### config.mk
export PLATFORM = sky130hd
export DESIGN_NAME = md_issue
export DESIGN_NICKNAME = d
export VERILOG_FILES = /design/src/rtl/md_issue_pkg.sv /design/src/rtl/md_latency_ctr.sv /design/src/rtl/md_issue.sv
export SDC_FILE = /design/constraint.sdc
export NUM_CORES = 1
export LEC_CHECK = 0
export BUFFER_PORTS_ARGS = -buffer_cell sky130_fd_sc_hd__buf_2
export CORE_AREA = 2 2 114 89
export DETAILED_ROUTE_END_ITERATION = 7
export DIE_AREA = 0 0 116 91
export GPL_TIMING_DRIVEN = 0
export HOLD_SLACK_MARGIN = 0.06
export PLACE_DENSITY_LB_ADDON = 0.2
export SYNTH_ARGS = -nofsm -noshare
export SYNTH_HDL_FRONTEND = slang
export SYNTH_HIERARCHICAL = 1
export SYNTH_SLANG_ARGS = --single-unit
export TNS_END_PERCENT = 5
### constraint.sdc
create_clock -name clk -period 5 [get_ports clk]
set_clock_uncertainty 0.1 [all_clocks]
set_input_delay 0.5 -clock clk [delete_from_list [all_inputs] [get_ports clk]]
set_output_delay 0.5 -clock clk [all_outputs]
set_load 0.01 [all_outputs]
### src/rtl/md_issue_pkg.sv
// Shared definitions for the HI/LO issue controller: op codes, latency defaults, state encoding.
package md_issue_pkg;

    localparam int unsigned W_DEF        = 32;
    localparam int unsigned MULT_LAT_DEF = 5;
    localparam int unsigned DIV_LAT_DEF  = 10;
    localparam int unsigned OP_W         = 5;
    localparam int unsigned ST_W         = 1;

    typedef enum logic [OP_W-1:0] {
        HILO_NONE  = 5'd0,
        HILO_MULT  = 5'd1,
        HILO_MULTU = 5'd2,
        HILO_DIV   = 5'd3,
        HILO_DIVU  = 5'd4,
        HILO_MFHI  = 5'd5,
        HILO_MFLO  = 5'd6,
        HILO_MTHI  = 5'd7,
        HILO_MTLO  = 5'd8
    } hilo_op_e;

    localparam logic [ST_W-1:0] ST_IDLE = 1'b0;
    localparam logic [ST_W-1:0] ST_WAIT = 1'b1;

    // Unlisted codes behave as HILO_NONE and are never held for issue.
    function automatic logic op_known(input logic [OP_W-1:0] op);
        return (op >= OP_W'(HILO_MULT)) && (op <= OP_W'(HILO_MTLO));
    endfunction

    function automatic logic op_is_mult(input logic [OP_W-1:0] op);
        return (op == OP_W'(HILO_MULT)) || (op == OP_W'(HILO_MULTU));
    endfunction

    function automatic logic op_is_div(input logic [OP_W-1:0] op);
        return (op == OP_W'(HILO_DIV)) || (op == OP_W'(HILO_DIVU));
    endfunction

    function automatic logic op_is_mf(input logic [OP_W-1:0] op);
        return (op == OP_W'(HILO_MFHI)) || (op == OP_W'(HILO_MFLO));
    endfunction

endpackage

### src/rtl/md_latency_ctr.sv
// Load/decrement countdown that saturates at zero; tracks how long the HI/LO unit stays occupied.
module md_latency_ctr #(
    parameter int unsigned CW = 4
) (
    input  logic          clk,
    input  logic          rst,
    input  logic          load_i,
    input  logic [CW-1:0] load_val_i,
    output logic          zero_o
);

    logic [CW-1:0] cnt_q;
    logic [CW-1:0] cnt_d;

    always_comb begin
        cnt_d = cnt_q;
        if (load_i) begin
            cnt_d = load_val_i;
        end else if (cnt_q != '0) begin
            cnt_d = cnt_q - CW'(1);
        end
    end

    always_ff @(posedge clk or posedge rst) begin
        if (rst) begin
            cnt_q <= '0;
        end else begin
            cnt_q <= cnt_d;
        end
    end

    assign zero_o = (cnt_q == '0);

endmodule

### src/rtl/md_issue.sv
// Execute-stage issue controller for the HI/LO multiply-divide unit.
// Holds one request, issues it once the latency countdown is clear, and returns mf read data.
module md_issue
    import md_issue_pkg::*;
#(
    parameter int unsigned W        = W_DEF,
    parameter int unsigned MULT_LAT = MULT_LAT_DEF,
    parameter int unsigned DIV_LAT  = DIV_LAT_DEF
) (
    input  logic            clk,
    input  logic            rst,
    input  logic            req_valid,
    output logic            req_ready,
    input  logic [OP_W-1:0] req_op,
    input  logic [W-1:0]    req_a,
    input  logic [W-1:0]    req_b,
    input  logic            flush,
    output logic [OP_W-1:0] md_op,
    output logic [W-1:0]    md_a,
    output logic [W-1:0]    md_b,
    input  logic            md_busy,
    input  logic [W-1:0]    md_out,
    output logic            rd_valid,
    output logic [W-1:0]    rd_data,
    output logic            idle,
    output logic            busy_err
);

    localparam int unsigned CW = $clog2(DIV_LAT + 1);

    logic [ST_W-1:0] state_q, state_d;
    logic [OP_W-1:0] op_q, op_d;
    logic [W-1:0]    a_q, a_d;
    logic [W-1:0]    b_q, b_d;
    logic            rd_valid_q, rd_valid_d;
    logic [W-1:0]    rd_data_q, rd_data_d;
    logic            busy_err_q, busy_err_d;
    logic            cnt_zero;
    logic            issue;
    logic            ld;
    logic [CW-1:0]   ld_val;

    md_latency_ctr #(
        .CW(CW)
    ) u_ctr (
        .clk        (clk),
        .rst        (rst),
        .load_i     (ld),
        .load_val_i (ld_val),
        .zero_o     (cnt_zero)
    );

    // Issue depends only on state, countdown and flush; md_busy never gates md_op.
    always_comb begin
        state_d    = state_q;
        op_d       = op_q;
        a_d        = a_q;
        b_d        = b_q;
        rd_valid_d = 1'b0;
        rd_data_d  = rd_data_q;
        busy_err_d = busy_err_q;
        ld         = 1'b0;
        ld_val     = '0;
        issue      = (state_q == ST_WAIT) && cnt_zero && !flush;

        case (state_q)
            ST_IDLE: begin
                if (req_valid && op_known(req_op)) begin
                    op_d    = req_op;
                    a_d     = req_a;
                    b_d     = req_b;
                    state_d = ST_WAIT;
                end
            end
            ST_WAIT: begin
                if (flush || issue) begin
                    state_d = ST_IDLE;
                end
            end
            default: state_d = ST_IDLE;
        endcase

        if (issue) begin
            if (op_is_mult(op_q)) begin
                ld     = 1'b1;
                ld_val = CW'(MULT_LAT);
            end else if (op_is_div(op_q)) begin
                ld     = 1'b1;
                ld_val = CW'(DIV_LAT);
            end
            if (op_is_mf(op_q)) begin
                rd_valid_d = 1'b1;
                rd_data_d  = md_out;
            end
        end

        // Unit claims busy although nothing is outstanding or being issued.
        if (md_busy && cnt_zero && !issue) begin
            busy_err_d = 1'b1;
        end
    end

    always_ff @(posedge clk or posedge rst) begin
        if (rst) begin
            state_q    <= ST_IDLE;
            op_q       <= OP_W'(HILO_NONE);
            a_q        <= '0;
            b_q        <= '0;
            rd_valid_q <= 1'b0;
            rd_data_q  <= '0;
            busy_err_q <= 1'b0;
        end else begin
            state_q    <= state_d;
            op_q       <= op_d;
            a_q        <= a_d;
            b_q        <= b_d;
            rd_valid_q <= rd_valid_d;
            rd_data_q  <= rd_data_d;
            busy_err_q <= busy_err_d;
        end
    end

    assign md_op     = issue ? op_q : OP_W'(HILO_NONE);
    assign md_a      = issue ? a_q : '0;
    assign md_b      = issue ? b_q : '0;
    assign req_ready = (state_q == ST_IDLE);
    assign idle      = (state_q == ST_IDLE) && cnt_zero;
    assign rd_valid  = rd_valid_q;
    assign rd_data   = rd_data_q;
    assign busy_err  = busy_err_q;

endmodule

==> summary.md <==
| Metric | Value |
|---|---|
| Site row count | 31 |
| Worst-path fanout max | 10 |
| Worst rel slew slack | 62.9% |
| Final total negative setup slack | 0 ns |
| Antenna violations before repair | 0 |
| Biggest area contributors in the synthesized netlist | sky130_fd_sc_hd__dfrtp_1, sky130_fd_sc_hd__mux2_2, sky130_fd_sc_hd__and2_1 |
| Total iterations of the first detailed-routing run | 4 |
| Post-route DRC | 0 |
| Post-CTS Setup Inserts | 0 |
| Async set-or-reset flop fraction in the synthesized netlist | 100% |
| Area of the die | 10600 sq um |
| Warning count from the yosys run | 6 |
| Maximum number of pins on one net before global-route repair | 63 |
| Most frequent cell after synthesis | sky130_fd_sc_hd__dfrtp_1 |
| Global route total overflow | 0 |
| Wire length of the first global-routing pass | 17200 um |
| Total number of vias | 3413 |
| Slowest Stage Delay on Critical Path | 0.38 ns |
| Layout Utilization | 66.8% |
| DRT iter0 DRCs | 129 |
| EDFF count, synth | 0 |
| Number of input and output port buffers inserted | 210 |
| I/O pins | 211 |
| Die Y-Extent | 91 um |
| Clock buffer count from CTS | 9 |
| Areal power density over the cells | 409 nW/um^2 |
| Cells after synthesis | 347 |
| Core region area | 9390 sq um |
| Share of the yosys chip area belonging to registers | 57.4% |
| Number of buffer and inverter instances along the worst setup path | 4 |
| Number of maximum-capacitance violations | 0 |
| Synth Area per Inst | 13.6 sq um |
| Placed cell area | 5950 sq um |
| Setup repair after global routing missed its margin | no |
| Peak VDD IR | 0.216 mV |
| Post-detailed-placement half-perimeter wirelength | 8210 um |
| Critical path's top delay family | buffers and inverters |
| Post-route cell area | 6270 sq um |
| Number of fill cells in the layout | 756 |
| Sequence of cells on the critical path | inv_1, ha_1, nor3b_4, and3b_1, buf_2, clkbuf_1, and2_1, buf_2 |
| Library cell occupying the most area in the post-synthesis netlist | sky130_fd_sc_hd__dfrtp_1 |
| Final Cycle Share | 62.9% |
| Via count of the first global-routing pass | 3514 |
| Total wire length after detailed routing | 10900 um |
| Critical path data required time | 4.40 ns |
| Result of the run | finished, final reports clean |
| Initial cell density of the core | 50.1% |
| Slowest stage cell, crit path | sky130_fd_sc_hd__dfrtp_1 |
| Share of the synthesized area in the top cell type | 57.4% |
| Number of library cell types mapped by synthesis | 37 |
| Max-slew violation count | 0 |
| Classification of the worst-slack hold path | input port to flip-flop |
| Critical Path Start Type | flip-flop |
| Net count of the mapped netlist | 454 |
| Avg Vias per Cell | 4.84 |
| Crit path capture type | output port |
| Largest buffer count on any clock path | 2 |
| Final Setup Violations | 0 |
| Routed length per placed instance | 15.4 um |
| Most frequent cells after synthesis | sky130_fd_sc_hd__dfrtp_1, sky130_fd_sc_hd__mux2_2, sky130_fd_sc_hd__and2_1 |
| CTS tree | done |
| Chip width | 116 um |
| Time the worst path needs with I/O delays and setup | 3.15 ns |
| Cell seen most often among critical-path stages | sky130_fd_sc_hd__buf_2 |
| Share of cells above drive strength 1 | 56.2% |
| Root buffer cell | sky130_fd_sc_hd__clkbuf_16 |
| Final weighted congestion of routability-driven global placement | 0.787 |
| Worst skew pair latency | 0.34 ns |
| ANT cells | 0 |
| Final nets | 677 |
| Number of clock sinks | 108 |
| Critical path data arrival time | 2.55 ns |
| Area growth from synthesis to layout | 33.2% |
| Antenna-violating nets left | 0 |
| Synthesized area | 4700 sq um |
| Total routing resource utilization after global routing | 21.3% |
| Number of synthesized register bits | 108 |
| Worst-Margin Slew | 0.556 ns |
| CTS H-tree depth | 3 |
| Leak Pwr | 3.34 nW |
| Class of the most critical setup path | flip-flop to output port |
| Most used flip-flop cell after synthesis | sky130_fd_sc_hd__dfrtp_1 |
| Worst-path clk slew | 0.07 ns |
| Highest clock frequency the design can meet | 318 MHz |
| Endpoints failing hold | 0 |
==> area by class of cell <==
| type | instances | area (sq um) | area share, % |
|---|---|---|---|
| Buffer | 20 | 118 | 1.88 |
| Clock buffer | 10 | 229 | 3.65 |
| Clock inverter | 4 | 76.3 | 1.22 |
| Inverter | 5 | 21.3 | 0.339 |
| Multi-Input combinational cell | 214 | 1870 | 29.8 |
| Sequential cell | 108 | 2700 | 43.1 |
| Tap cell | 132 | 165 | 2.64 |
| Timing Repair Buffer | 212 | 1090 | 17.4 |
==> where the power goes <==
part           switching [mW]  internal, mW
clock                   0.303         0.434
sequential              0.121          1.12
combinational           0.249         0.330
==> kinds of logic after synthesis <==
kind of cell	Yosys count	share of synthesized area, %
buf+inv	25	2.90
compound gates	13	1.84
simple gates	96	12.8
xor+xnor	3	0.559
flops	108	57.4
fa+ha+maj	1	0.266
mux	101	24.1
==> worst register-to-register path, delay by kind of cell (launching register included) <==
family / cells / cell delay, ns
adders and majority gates: 1 / 0.22
buffers and inverters: 4 / 0.97
DFF: 1 / 0.38
AOI/OAI and AO/OA: 1 / 0.32
and+or+nand+nor: 5 / 0.96
==> repair_timing <==
action	CTS	global route
resized for setup	0	0
hold endpoints to repair	4	0
hold buffers	1	0
setup endpoints to repair	0	0
==> path summary, 6_finish.rpt <==
| check | from | to | slack (ns) | cells past startpoint |
|---|---|---|---|---|
| min in group asynchronous | rst | u_ctr/cnt_q[1]$_DFFE_PP0P_ | 0.52 | 3 |
| setup reg to reg | u_ctr/cnt_q[0]$_DFFE_PP0P_ | u_ctr/cnt_q[3]$_DFFE_PP0P_ | 1.95 | 11 |
| max in group asynchronous | rst | rd_data[2]$_DFFE_PP0P_ | 3.43 | 4 |
| hold / removal | req_a[26] | a_q[26]$_DFFE_PP0P_ | 0.26 | 2 |
| hold reg to reg | a_q[27]$_DFFE_PP0P_ | a_q[27]$_DFFE_PP0P_ | 0.38 | 1 |
| setup / recovery | u_ctr/cnt_q[0]$_DFFE_PP0P_ | md_b[16] | 1.85 | 8 |
==> metal layers <==
layer  global-route usage (%)  share of wire [%]  vias to the layer above
met5                        0                  0                        -
met3                     7.54                7.8                       19
met1                     25.7                 41                     1645
li1                         -                  -                     1630
met4                     7.84                2.4                        0
met2                     35.0                 49                      119
==> cell usage in the layout (no fill, tap or decap), types with 2 or more instances in the layout <==
master,Yosys,layout
sky130_fd_sc_hd__clkbuf_16,0,9
sky130_fd_sc_hd__nor3_1,2,2
sky130_fd_sc_hd__dfrtp_1,108,108
sky130_fd_sc_hd__inv_1,5,4
sky130_fd_sc_hd__buf_4,4,4
sky130_fd_sc_hd__a21oi_1,2,2
sky130_fd_sc_hd__mux2_1,19,19
sky130_fd_sc_hd__nor3b_1,2,2
sky130_fd_sc_hd__buf_6,3,3
sky130_fd_sc_hd__clkbuf_1,9,10
sky130_fd_sc_hd__nand2_1,6,6
sky130_fd_sc_hd__xor2_1,2,2
sky130_fd_sc_hd__bufinv_16,0,2
sky130_fd_sc_hd__buf_2,4,214
sky130_fd_sc_hd__nor2_1,4,4
sky130_fd_sc_hd__mux2_2,81,81
sky130_fd_sc_hd__o21ai_0,5,5
sky130_fd_sc_hd__and2_1,70,70
==> flip-flops by register name, indices dropped and copies added (netlist names) <==
name / count
state_q: 1
a_q: 32
u_ctr/cnt_q: 4
rd_data: 32
busy_err: 1
op_q: 5
rd_valid: 1
b_q: 32
==> stage by stage <==
stage | total power, mW | cells | worst slack (ns) | hold slack, ns
6_report | 2.56 | 705 | 1.85 | 0.262
5_1_grt | 2.71 | 705 | 1.66 | 0.249
4_1_cts | 2.59 | 705 | 1.84 | 0.251
3_5_place_dp | 1.85 | 690 | 2.00 | 0.326
3_3_place_gp | 1.80 | 689 | 0.457 | 0.297
2_1_floorplan | 1.62 | 347 | 1.67 | 0.166
(Power assumes the default switching activity.)
